<file path="config.mk">
export PLATFORM = sky130hd
export DESIGN_NAME = debug_bridge
export DESIGN_NICKNAME = d
export VERILOG_FILES = /design/src/rtl/debug_bridge_pkg.sv /design/src/rtl/debug_bridge_mem_port.sv /design/src/rtl/debug_bridge.sv
export SDC_FILE = /design/constraint.sdc
export NUM_CORES = 1
export LEC_CHECK = 0
export ABC_AREA = 1
export CELL_PAD_IN_SITES_DETAIL_PLACEMENT = 0
export CELL_PAD_IN_SITES_GLOBAL_PLACEMENT = 1
export CORE_MARGIN = 4
export CORE_UTILIZATION = 29
export CTS_CLUSTER_DIAMETER = 30
export CTS_CLUSTER_SIZE = 8
export DETAILED_ROUTE_END_ITERATION = 10
export GPL_ROUTABILITY_DRIVEN = 1
export PLACE_DENSITY = 0.75
export SLEW_MARGIN = 30
export SYNTH_ARGS = -nofsm -noshare
export SYNTH_HDL_FRONTEND = slang
export SYNTH_SLANG_ARGS = --single-unit
</file>
<file path="constraint.sdc">
create_clock -name clk -period 1.2 [get_ports clk]
set_clock_uncertainty 0.05 [all_clocks]
set_input_delay 0.18 -clock clk [delete_from_list [all_inputs] [get_ports clk]]
set_output_delay 0.18 -clock clk [all_outputs]
set_load 0.005 [all_outputs]
</file>
<file path="src/rtl/debug_bridge_pkg.sv">
// rtl/debug_bridge_pkg.sv - register map and control bit positions for the debug bridge
package debug_bridge_pkg;

    localparam logic [3:0] REG_PADR_LO = 4'd0;
    localparam logic [3:0] REG_PADR_HI = 4'd1;
    localparam logic [3:0] REG_PDATA   = 4'd2;
    localparam logic [3:0] REG_DADR_LO = 4'd3;
    localparam logic [3:0] REG_DADR_HI = 4'd4;
    localparam logic [3:0] REG_DDATA   = 4'd5;
    localparam logic [3:0] REG_UART    = 4'd6;
    localparam logic [3:0] REG_LED     = 4'd7;
    localparam logic [3:0] REG_CTRL    = 4'd8;
    localparam logic [3:0] REG_STEP    = 4'd9;
    localparam logic [3:0] REG_STATUS  = 4'd10;

    localparam int CTRL_RESET_BIT   = 0;
    localparam int CTRL_AUTOINC_BIT = 1;
    localparam int CTRL_HOLD_BIT    = 2;

endpackage

</file>
<file path="src/rtl/debug_bridge_mem_port.sv">
// rtl/debug_bridge_mem_port.sv - memory address register with byte loads, auto-increment and write strobe
module mem_port_ctrl #(
    parameter int AW = 8
) (
    input  logic          clk,
    input  logic          reset_n,
    input  logic          lo_we,
    input  logic          hi_we,
    input  logic          data_we,
    input  logic          inc,
    input  logic [7:0]    wdata,
    output logic [AW-1:0] addr,
    output logic [7:0]    addr_lo,
    output logic [7:0]    addr_hi,
    output logic [7:0]    mem_wdata,
    output logic          mem_we
);

    logic [15:0] addr_ext;
    logic [15:0] addr_load;
    logic        unused_load;

    // Byte loads work on a 16-bit view so that bits beyond AW simply fall away.
    always_comb begin
        addr_ext  = 16'(addr);
        addr_load = addr_ext;
        if (lo_we) addr_load[7:0]  = wdata;
        if (hi_we) addr_load[15:8] = wdata;
    end

    assign unused_load = ^addr_load;
    assign addr_lo     = addr_ext[7:0];
    assign addr_hi     = addr_ext[15:8];
    assign mem_wdata   = wdata;
    assign mem_we      = data_we;

    always_ff @(posedge clk or negedge reset_n) begin
        if (!reset_n) begin
            addr <= '0;
        end else if (lo_we || hi_we) begin
            addr <= addr_load[AW-1:0];
        end else if (inc) begin
            addr <= addr + AW'(1);
        end
    end

endmodule

</file>
<file path="src/rtl/debug_bridge.sv">
// rtl/debug_bridge.sv - monitor IO slave giving access to target RAMs, UART pin, LEDs and run control
module debug_bridge
    import debug_bridge_pkg::*;
#(
    parameter int         PROG_AW    = 8,
    parameter int         DATA_AW    = 8,
    parameter int         NUM_LEDS   = 4,
    parameter logic [7:0] LED_INVERT = 8'h02,
    parameter int         STEP_W     = 8
) (
    input  logic                clk,
    input  logic                reset_n,
    input  logic                io_read,
    input  logic                io_write,
    input  logic [7:0]          io_address,
    input  logic [7:0]          io_D,
    output logic [7:0]          io_Q,
    output logic [PROG_AW-1:0]  prog_addr,
    output logic [7:0]          prog_wdata,
    output logic                prog_we,
    input  logic [7:0]          prog_rdata,
    output logic [DATA_AW-1:0]  data_addr,
    output logic [7:0]          data_wdata,
    output logic                data_we,
    input  logic [7:0]          data_rdata,
    input  logic                uart_rxd,
    output logic                uart_txd,
    output logic [NUM_LEDS-1:0] led,
    output logic                target_reset,
    output logic                target_run
);

    logic [3:0]          reg_sel;
    logic                unused_addr_hi;
    logic                autoinc;
    logic                hold;
    logic [STEP_W-1:0]   step_cnt;
    logic                stepping;
    logic [NUM_LEDS-1:0] led_reg;
    logic                rx_meta;
    logic                rx_sync;
    logic [7:0]          padr_lo, padr_hi, dadr_lo, dadr_hi;
    logic [7:0]          rd_mux;

    assign reg_sel        = io_address[3:0];
    assign unused_addr_hi = ^io_address[7:4];
    assign stepping       = (step_cnt != '0);
    assign target_run     = !hold || stepping;
    assign led            = led_reg ^ LED_INVERT[NUM_LEDS-1:0];

    // A simultaneous read and write of a DATA register share one increment.
    mem_port_ctrl #(.AW(PROG_AW)) u_prog_port (
        .clk       (clk),
        .reset_n   (reset_n),
        .lo_we     (io_write && reg_sel == REG_PADR_LO),
        .hi_we     (io_write && reg_sel == REG_PADR_HI),
        .data_we   (io_write && reg_sel == REG_PDATA),
        .inc       (autoinc && reg_sel == REG_PDATA && (io_read || io_write)),
        .wdata     (io_D),
        .addr      (prog_addr),
        .addr_lo   (padr_lo),
        .addr_hi   (padr_hi),
        .mem_wdata (prog_wdata),
        .mem_we    (prog_we)
    );

    mem_port_ctrl #(.AW(DATA_AW)) u_data_port (
        .clk       (clk),
        .reset_n   (reset_n),
        .lo_we     (io_write && reg_sel == REG_DADR_LO),
        .hi_we     (io_write && reg_sel == REG_DADR_HI),
        .data_we   (io_write && reg_sel == REG_DDATA),
        .inc       (autoinc && reg_sel == REG_DDATA && (io_read || io_write)),
        .wdata     (io_D),
        .addr      (data_addr),
        .addr_lo   (dadr_lo),
        .addr_hi   (dadr_hi),
        .mem_wdata (data_wdata),
        .mem_we    (data_we)
    );

    always_ff @(posedge clk or negedge reset_n) begin
        if (!reset_n) begin
            rx_meta      <= 1'b1;
            rx_sync      <= 1'b1;
            uart_txd     <= 1'b1;
            led_reg      <= '0;
            target_reset <= 1'b1;
            autoinc      <= 1'b0;
            hold         <= 1'b0;
            step_cnt     <= '0;
        end else begin
            rx_meta <= uart_rxd;
            rx_sync <= rx_meta;
            if (io_write && reg_sel == REG_UART) uart_txd <= io_D[0];
            if (io_write && reg_sel == REG_LED)  led_reg  <= io_D[NUM_LEDS-1:0];
            if (io_write && reg_sel == REG_CTRL) begin
                target_reset <= io_D[CTRL_RESET_BIT];
                autoinc      <= io_D[CTRL_AUTOINC_BIT];
                hold         <= io_D[CTRL_HOLD_BIT];
            end
            if (io_write && reg_sel == REG_STEP) begin
                step_cnt <= io_D[STEP_W-1:0];
            end else if (stepping) begin
                step_cnt <= step_cnt - STEP_W'(1);
            end
        end
    end

    always_comb begin
        rd_mux = 8'h00;
        case (reg_sel)
            REG_PADR_LO: rd_mux = padr_lo;
            REG_PADR_HI: rd_mux = padr_hi;
            REG_PDATA:   rd_mux = prog_rdata;
            REG_DADR_LO: rd_mux = dadr_lo;
            REG_DADR_HI: rd_mux = dadr_hi;
            REG_DDATA:   rd_mux = data_rdata;
            REG_UART:    rd_mux = {7'b0, rx_sync};
            REG_LED:     rd_mux = 8'(led_reg);
            REG_CTRL:    rd_mux = {5'b0, hold, autoinc, target_reset};
            REG_STEP:    rd_mux = 8'(step_cnt);
            REG_STATUS:  rd_mux = {6'b0, rx_sync, stepping};
            default:     rd_mux = 8'h00;
        endcase
    end

    always_ff @(posedge clk or negedge reset_n) begin
        if (!reset_n) begin
            io_Q <= 8'h00;
        end else begin
            io_Q <= io_read ? rd_mux : 8'h00;
        end
    end

endmodule

</file>
[Yosys cells after proc, flatten, opt, wreduce, memory -nomap -nowiden]
Cells that the tools add are included.
Storage, ports and cells
  flip-flop bits (word level): 42
  latch bits: 0
  memory bits (writable): 0
  memory bits (read-only): 0
  logic and storage cells: 63
  memories: 0
Cells by class
  add/subtract/negate cells: 3
  $mul: 0
  divide/modulo/power cells: 0
  order comparisons: 0
  eq/ne operators: 12
  shifts and indexed selects: 0
  mux-type cells: 10
  bitwise logic cells: 1
  reduce and logical (&&, ||, !) cells: 26
Operators with widths (number)
  $mux W8: 9
  $pmux W8 S9: 1
  $add A8 B1 Y8 const B: 2
  $eq A4 B3 Y1 const B: 4
  $logic_and A1 B1 Y1: 14
  $eq A4 B4 Y1 const B: 3
  $eq A4 B2 Y1 const B: 2
  $reduce_bool A8 Y1: 1
  $sub A8 B1 Y8 const B: 1
  $reduce_bool A2 Y1: 3
  $eq A4 B1 Y1 const B: 1
  $logic_not A4 Y1: 1
  $logic_or A1 B1 Y1: 4
  $ne A2 B1 Y1 const B: 2
  $reduce_and A2 Y1: 2
  $logic_not A1 Y1: 1
  $not A1 Y1: 1

[Longest topological paths before layout]
Gate-level depths: netlist of run 1.
  depth after elaboration: 5
  gate-level depth with buffers: 9

[Modules after synthesis]
Synthesis of run 1 repeated with hierarchy kept, for this count alone.
Unflattened totals
  cell total of the unflattened synthesis: 492
  area, all modules: 3258.1 um^2
Modules (own cells, without submodules)
  debug_bridge: times used 1, cells an instance 276, area each 1786.7 um^2, seq. area each 655.6 um^2
  mem_port_ctrl: times used 2, cells an instance 108, area each 735.7 um^2, seq. area each 200.2 um^2

[Least setup slack after synthesis of run 1]
No wires, ideal clock.
  kind: reg-to-reg
  start point: register step_cnt[0]
  end point: register io_Q[0]
  library setup time: 113 ps
  arrival: 1120 ps
  required time: 1037 ps
  setup slack: -83 ps
  stages on the path, launching flop included: 10
  path through: dfrtp_1 > inv_1 > ha_1 > nand2_1 > nor2_1 > inv_1 > nand2_1 > nand3_1 > nand2_1 > inv_1
On the way
  word-level cells in the longest chain between the ends: 3
RTL lines
  start: declaration: line debug_bridge.sv:37  | logic [STEP_W-1:0] step_cnt;
  start signal: assignment: line debug_bridge.sv:103  | step_cnt <= io_D[STEP_W-1:0];
  start signal: assignment: line debug_bridge.sv:105  | step_cnt <= step_cnt - STEP_W'(1);
  $reduce_bool A8 Y1: line debug_bridge.sv:47  | assign stepping = (step_cnt != '0);
  $pmux W8 S9 *: line debug_bridge.sv:112  | case (reg_sel)
  $mux W8 *: line debug_bridge.sv:132  | io_Q <= io_read ? rd_mux : 8'h00;
  end signal: assignment: line debug_bridge.sv:132
  end: declaration: line debug_bridge.sv:17  | output logic [7:0] io_Q,
Mark *: on every way between the ends. The rest lies on a longest branch, timed or not.
A chain may end at the register's enable or synchronous reset.

[Final worst setup path of run 1]
  start point: register step_cnt[4]
  end point: output port target_run
On the way
  word-level cells in the longest chain between the ends: 2
RTL lines
  $reduce_bool A8 Y1: line debug_bridge.sv:47
  $logic_or A1 B1 Y1: line debug_bridge.sv:48  | assign target_run = !hold || stepping;
  end: declaration: line debug_bridge.sv:30  | output logic target_run
No other way between the ends.

==> flow_summary.json, run 1 <==
{
  "setup-violations-final": 24,
  "power_density_mw_per_mm2": 1610,
  "nNetsFinal": 616,
  "grt_pass1_wl_um": 16800,
  "clk_path_buf_depth": 2,
  "design_area_mm2": 0.00497,
  "finalWorstSetupSlack_ns": -0.303,
  "initial_core_util": 0.297,
  "cts_buffers": 5,
  "place_area_mm2": 0.00419,
  "ys_warn_count": 0,
  "crit_required_ns": 0.97,
  "postRouteAntennaNets": 0,
  "cts-htree-levels": 2,
  "die_y_um": 105,
  "ys_seq_area_frac": 0.384,
  "final_cells": 705,
  "cpPeakStageDelay_ns": 0.40,
  "root_buffer": "clkbuf_8",
  "synth_nets": 442,
  "routed_wirelength_um": 10500,
  "max_freq_mhz": 665,
  "worstPathMaxFanout": 2,
  "grt_overflow_total": 0,
  "hp-start": "io_read",
  "wl_per_cell_um": 14.9,
  "fillerInstances": 889,
  "rr_startpoint": "step_cnt[4]",
  "hold_viol": 0,
  "slowest_stage": "dfrtp_1",
  "relSlewSlack": 0.809,
  "synth_cells": 401,
  "post-place-ws_ns": -0.720,
  "synth_top_area_cell": "dfrtp_1",
  "finalCritPeriodShare": 1.25,
  "grt_pass1_vias": 3404,
  "area_growth_pct": 80.8,
  "rows": 35,
  "grt_start_max_net_pins": 43,
  "synth.avg_cell_area_um2": 6.86,
  "clk_latency_ns": 0.30,
  "die_x_um": 105,
  "power.total_uw": 7980,
  "vias": 3219,
  "criticalPathCategory": "flip-flop to output port",
  "violations": "setup timing",
  "layout_commonest_cell": "nand2_1",
  "coreArea_mm2": 0.00924,
  "path_cells": "nor2_2 -> nand3_2 -> nor2_4 -> nand2_1 -> buf_2",
  "most-common-layout-cells": "nand2_1 (108), buf_4 (80), dfrtp_1 (36), buf_6 (36)",
  "die_area_mm2": 0.0111,
  "cts_tree": "built",
  "drt-vias-per-instance": 4.57,
  "drt_pass1_iterations": 4,
  "ys_seq_elements": 42,
  "worstMarginPinSlew_ns": 0.285,
  "drive_gt1_frac": 0.413,
  "cts.sinks": 42,
  "status": "finished, violations left",
  "place.gp.congestion": 0.858,
  "max_cap_violations": 0,
  "synth_cell_type_count": 24,
  "antenna_found_initial": 0,
  "rsz0062_at_grt": "true",
  "startpoint": "step_cnt[4]",
  "track_usage": 0.191,
  "end_kind": "output port",
  "netlist_area_mm2": 0.00275,
  "placedCellCount": 669,
  "cts.clk_slew.worst_paths_ns": 0.09,
  "start_kind": "flip-flop",
  "drv_slew": 0,
  "synth.area.top_cells": "dfrtp_1 (35%), nand2_1 (18%), inv_1 (6.6%)",
  "diodes": 0,
  "io_pins": 86,
  "leakagePower_uw": 0.00246,
  "cp.arrival_ns": 1.27,
  "irDropWorstVdd_uv": 999,
  "drt_iter0_drc": 116,
  "synth_top_area_frac": 0.346,
  "port_buffers": 81,
  "hpwl_um": 7680,
  "fin_crit_ns": 1.50,
  "hp-class": "input pin to flip-flop",
  "drcViolationCount": 0
}
[synthesized netlist by cell type (all sizes together)]
master and instances:
a21oi 7, a31oi 2, buf 22, dfrtp 38, dfstp 4, ha 4
inv 48, nand2 133, nand3 34, nand4 3, nor2 52, nor3 4
o211ai 6, o21ai 30, o22ai 2, or2 2, xnor2 1, xor2 9
[area by class of cell]
class                   count  area (µm²)  share of cell area
well taps                 129         161              0.0325
repair buffers            189        1670               0.337
clock buffers               5        68.8              0.0138
clock inverters             3        40.0             0.00806
flip-flops and latches     42        1060               0.213
inverters                  48         186              0.0375
multi-input cells         289        1780               0.358
[report_power, final]
part,internal [µW],switching (µW)
combinational,2450,2190
clock,614,552
sequential,1870,301
total,4930,3050
[kinds of logic (layout without fill, tap and decap cells)]
group	Yosys count	after routing	synth area share
buffers and inverters	70	245	0.125
adders and majority gates	4	4	0.0182
AOI/OAI and AO/OA	47	47	0.0928
and+or+nand+nor	228	228	0.348
xor gates and xnor gates	10	10	0.0319
DFF	42	42	0.384
[path summary, 6_finish.rpt]
path,depth (start not counted),slack [ns],end
min in group asynchronous,3,0.31,u_data_port.addr[6]
worst min-delay path,3,0.23,io_Q[0]
worst max-delay path,5,-0.30,target_run
worst min register to register,0,0.31,rx_sync
max in group asynchronous,3,0.50,uart_txd
worst max register to register,7,-0.16,step_cnt[2]
[worst max-delay path: cells and delay by family (launching register included)]
family / cells / cell delay [ns]
simple gates: 4 / 0.45
flops: 1 / 0.40
buf+inv: 1 / 0.12
[layer usage]
metal	GRT usage	share of wire
met3	0.0251	0.043
met4	0.0675	0.027
met1	0.256	0.45
met2	0.316	0.48
met5	0	0
[per-stage QoR]
step           setup TNS [ns]  hold WS, ns  utilization
5_1_grt                 -3.88        0.236        0.538
6_report                -2.16        0.232        0.538
3_3_place_gp           -30.45        0.126        0.453
4_1_cts                 -1.68        0.230        0.514
3_5_place_dp           -30.17        0.129        0.453
2_1_floorplan          -0.101       -0.166            -
[repair_timing]
item | CTS | global route
gates cloned | 1 | 0
buffers inserted | 29 | 7
hold buffers | 1 | 0
gates resized for setup | 208 | 84
hold endpoints to repair | 38 | 0
pin swaps | 38 | 44
setup endpoints to repair | 89 | 56
No activity file was read; power rests on OpenSTA's default activity.
==> run 2: changes to the inputs <==
- SKIP_CTS_REPAIR_TIMING: not set -> 1
- SLEW_MARGIN: 30 -> 40
==> run 2 against run 1 <==
  * Non-clock buffer count down 2
  * Utilization down 0.49 points
  * Global-route usage fell by 1.9 points
  * Critical path type unchanged
  * Combinational power fell by 11%
  * The flow still finishes with violations (setup timing)
  * Die area unchanged
  * First-iteration DRC count is 21% lower
==> flow_summary.json, run 2 (synthesized netlist as in run 1, its figures left out) <==
{
  "status": "finished, violations left",
  "setup-violations-final": 24,
  "track_usage": 0.172,
  "port_buffers": 81,
  "end_kind": "output port",
  "relSlewSlack": 0.812,
  "clk_path_buf_depth": 2,
  "drt_iter0_drc": 92,
  "place.gp.congestion": 0.858,
  "p_clk_frac": 0.155,
  "cts_tree": "built",
  "p_sw_uw": 2790,
  "cts_buffers": 5,
  "worstPathMaxFanout": 2,
  "max_cap_violations": 0,
  "start_kind": "flip-flop",
  "hpwl_um": 7680,
  "irDropWorstVdd_uv": 899,
  "drcViolationCount": 0,
  "cts-htree-levels": 2,
  "initial_core_util": 0.297,
  "hp-start": "io_read",
  "fillerInstances": 893,
  "root_buffer": "clkbuf_8",
  "grt_pass1_vias": 3034,
  "diodes": 0,
  "power_density_mw_per_mm2": 1530,
  "die_area_mm2": 0.0111,
  "layout_commonest_cell": "nand2_1",
  "p_int_uw": 4740,
  "die_y_um": 105,
  "finalWorstSetupSlack_ns": -0.295,
  "finalCritPeriodShare": 1.25,
  "clk_latency_ns": 0.30,
  "drt_pass1_iterations": 4,
  "grt_start_max_net_pins": 43,
  "rr_worst_depth": 11,
  "drt-vias-per-instance": 4.51,
  "design_area_mm2": 0.00492,
  "io_pins": 86,
  "wl_per_cell_um": 14.4,
  "cts.sinks": 42,
  "rows": 35,
  "cp.arrival_ns": 1.26,
  "power.share.combinational": 0.547,
  "rr_endpoint": "io_Q[0]",
  "coreArea_mm2": 0.00924,
  "place_area_mm2": 0.00419,
  "postRouteAntennaNets": 0,
  "drive_gt1_frac": 0.361,
  "antenna_found_initial": 0,
  "grt_overflow_total": 0,
  "die_x_um": 105,
  "worstMarginPinSlew_ns": 0.279,
  "grt_pass1_wl_um": 15200,
  "post-route-util": 0.533,
  "criticalPathCategory": "flip-flop to output port",
  "hold_viol": 0,
  "pwr-share-seq": 0.298,
  "rsz0062_at_grt": "true",
  "p_sw_frac": 0.370,
  "leakagePower_uw": 0.00282,
  "vias": 3174,
  "max_freq_mhz": 669,
  "hold_path_end": "io_Q[0]",
  "drv_slew": 0,
  "hp-class": "input pin to flip-flop",
  "hold_depth": 3,
  "crit_required_ns": 0.97,
  "routed_wirelength_um": 10100,
  "area_growth_pct": 79.2,
  "nNetsFinal": 614,
  "multiInputGateArea_mm2": 0.00166,
  "rr_startpoint": "step_cnt[1]",
  "violations": "setup timing",
  "most-common-layout-cells": "nand2_1 (117), buf_4 (84), dlymetal6s2s_1 (44)",
  "fin_crit_ns": 1.49,
  "r2r_slack_ns": -0.25,
  "seqCellArea_mm2": 0.00106,
  "cts.clk_slew.worst_paths_ns": 0.09
}
==> run 2: changes by cell type in the layout (fill, tap and decap cells not counted), sizes merged, moves of 5 or more <==
cell	change
buf	-15
clkbuf	+5
clkdlybuf4s15	-13
dlygate4sd2	-24
dlymetal6s2s	+44
==> run 2: cell type report <==
cell class / count / area share
Inverter: 48 / 0.0381
Clock inverter: 3 / 0.00813
Timing Repair Buffer: 187 / 0.354
Sequential cell: 42 / 0.216
Multi-Input combinational cell: 289 / 0.337
Tap cell: 129 / 0.0328
Clock buffer: 5 / 0.0140
==> run 2: per-layer routing <==
metal | track usage | wire length, µm | up-vias
met3 | 0.0196 | 369 | 20
li1 | - | - | 1603
met1 | 0.237 | 4690 | 1459
met5 | 0 | 0 | -
met2 | 0.285 | 4820 | 92
met4 | 0.0497 | 247 | 0
==> run 2: worst max path at each step <==
stage	startpoint	endpoint	depth (start not counted)
after global routing	step_cnt[1]	target_run	6
after floorplan	u_data_port.addr[0]	u_data_port.addr[6]	8
after detailed placement	io_address[0]	data_we	6
after global placement	io_address[0]	data_we	6
after CTS	io_address[0]	data_we	6
final	step_cnt[1]	target_run	6
==> run 2: per-stage QoR <==
step	hold slack, ns	setup slack [ns]	setup TNS (ns)	total power, µW	instances
floorplan	-0.166	-0.0668	-0.101	3610	401
global placement	0.126	-0.708	-30.45	5480	669
detailed placement	0.129	-0.720	-30.17	5500	669
CTS	-0.208	-0.739	-25.69	6690	677
global route	0.144	-0.350	-4.63	8080	703
finish	0.120	-0.295	-2.67	7530	703
==> run 2: power groups by stage <==
stage / Combinational, µW / Clock [µW] / Sequential [µW]
detailed placement: 3250 / 0 / 2250
global route: 4540 / 1240 / 2300
global placement: 3220 / 0 / 2260
floorplan: 1290 / 0 / 2320
finish: 4120 / 1170 / 2240
CTS: 3270 / 1190 / 2230
==> run 2: worst max-delay path, cell delays in order, from the launching register on <==
cell	delay, ns
dfrtp_1	0.39
inv_2	0.08
ha_4	0.13
nand2_2	0.06
nor2_4	0.13
nand2_1	0.06
clkbuf_2	0.10
==> run 3: changes to the inputs <==
- PLACE_DENSITY: 0.75 -> 0.82
==> run 3 against run 2 <==
  * The flow still finishes with violations (setup timing)
  * Sequential power shrank 2%
  * Flip-flop and latch count is the same
  * Utilization shrank 0.30 points
  * Critical endpoint unchanged
  * Largest cell class unchanged
  * Highest routed layer unchanged
==> flow_summary.json, run 3 (synthesized netlist as in run 1, its figures left out) <==
{
  "status": "finished, violations left",
  "violations": "setup timing",
  "initial_core_util": 0.297,
  "cts_tree": "built",
  "irDropWorstVdd_uv": 837,
  "post-route-util": 0.530,
  "antenna_found_initial": 0,
  "path_buf_inv": 2,
  "slowest_stage": "dfrtp_1",
  "place.gp.congestion": 0.937,
  "postRouteAntennaNets": 0,
  "drt_pass1_iterations": 4,
  "fillerInstances": 908,
  "worstMarginPinSlew_ns": 0.258,
  "die_area_mm2": 0.0111,
  "cp.arrival_ns": 1.27,
  "grt_pass1_wl_um": 15600,
  "drv_slew": 0,
  "io_pins": 86,
  "die_y_um": 105,
  "start_kind": "flip-flop",
  "die_x_um": 105,
  "fin_crit_ns": 1.50,
  "worstPathMaxFanout": 2,
  "p_clk_frac": 0.121,
  "p_int_uw": 4590,
  "cp_top_family": "flip-flops",
  "relSlewSlack": 0.827,
  "track_usage": 0.175,
  "grt_pass1_vias": 3194,
  "wl_per_cell_um": 14.8,
  "drcViolationCount": 0,
  "area_growth_pct": 78.2,
  "power_density_mw_per_mm2": 1520,
  "diodes": 0,
  "setup-violations-final": 27,
  "hpwl_um": 7700,
  "cts-htree-levels": 2,
  "post-place-ws_ns": -0.737,
  "drt-vias-per-instance": 4.62,
  "cts_buffers": 5,
  "finalCritPeriodShare": 1.25,
  "coreArea_mm2": 0.00924,
  "multiInputGateArea_mm2": 0.00164,
  "clk_path_buf_depth": 2,
  "pwr-share-seq": 0.296,
  "rsz0062_at_grt": "true",
  "finalWorstSetupSlack_ns": -0.299,
  "cts.sinks": 42,
  "power.share.combinational": 0.583,
  "seqCellArea_mm2": 0.00106,
  "rows": 35,
  "leakagePower_uw": 0.00277,
  "drt_iter0_drc": 125,
  "cts.clk_slew.worst_paths_ns": 0.08,
  "clk_latency_ns": 0.30,
  "port_buffers": 81,
  "hold_viol": 0,
  "root_buffer": "clkbuf_8",
  "holdWs_ns": 0.234,
  "grt_start_max_net_pins": 43,
  "hp-class": "input pin to flip-flop",
  "end_kind": "output port",
  "most-common-layout-cells": "nand2_1 (116), buf_4 (85), dlymetal6s2s_1 (41)",
  "max_freq_mhz": 667,
  "vias": 3253,
  "p_sw_frac": 0.382,
  "drive_gt1_frac": 0.358,
  "max_cap_violations": 0,
  "power.total_uw": 7430,
  "crit_required_ns": 0.97,
  "nNetsFinal": 616,
  "layout_commonest_cell": "nand2_1",
  "routed_wirelength_um": 10400,
  "criticalPathCategory": "flip-flop to output port",
  "grt_overflow_total": 0,
  "path_cells": "inv_2 -> ha_4 -> nand2_4 -> nor2_4 -> nand2_1 -> clkbuf_2",
  "cpPeakStageDelay_ns": 0.40,
  "p_sw_uw": 2840
}
-- run 3: changes by cell type in the layout (fill, tap and decap cells not counted), sizes merged --
| cell | delta |
|---|---|
| inv | +1 |
| buf | +2 |
| clkinvlp | -1 |
| dlymetal6s2s | -3 |
| clkdlybuf4s50 | +3 |
| bufinv | -1 |
-- run 3: tightest hold or removal path, cell delays in order --
cell            delay [ns]
dlymetal6s2s_1        0.15
buf_4                 0.13
nand2_1               0.04
inv_1                 0.05
-- run 3: stage by stage --
| stage | instances | cell area (µm²) | TNS (ns) |
|---|---|---|---|
| final | 704 | 4900 | -2.38 |
| after global routing | 704 | 4900 | -4.54 |
| after CTS | 675 | 4270 | -25.39 |
| after detailed placement | 668 | 4190 | -29.86 |
| after global placement | 668 | 4190 | -28.55 |
| after floorplan | 401 | 2770 | -0.101 |
-- run 3: power by group through the flow --
stage	sequential, µW	clock, µW	combinational, µW
after floorplan	2320	0	1290
after global placement	2230	0	3190
after detailed placement	2240	0	3260
after CTS	2220	915	3290
after global routing	2250	986	4720
final	2200	901	4330
-- run 3: final timing paths --
kind | start | to | slack [ns] | depth (start not counted)
setup / recovery | step_cnt[1] | target_run | -0.30 | 6
min in group asynchronous | reset_n | u_data_port.addr[5] | 0.33 | 3
hold / removal | io_read | io_Q[0] | 0.23 | 4
max in group asynchronous | reset_n | uart_txd | 0.49 | 3
hold reg to reg | rx_meta | rx_sync | 0.32 | 0
setup reg to reg | u_prog_port.addr[1] | u_prog_port.addr[4] | -0.21 | 9
-- run 3: layout make-up --
type / instances / share of cell area
timing repair buffer: 189 / 0.361
clock buffer: 5 / 0.0141
inverter: 48 / 0.0376
clock inverter: 2 / 0.00204
tap: 129 / 0.0330
multi-input combinational: 289 / 0.335
sequential: 42 / 0.217
-- run 3: per-layer routing --
layer / global-route usage / up-vias / share of wire
li1: - / 1603 / -
met1: 0.229 / 1553 / 0.43
met2: 0.295 / 88 / 0.51
met3: 0.0331 / 9 / 0.051
met4: 0.0497 / 0 / 0.014
met5: 0 / - / 0
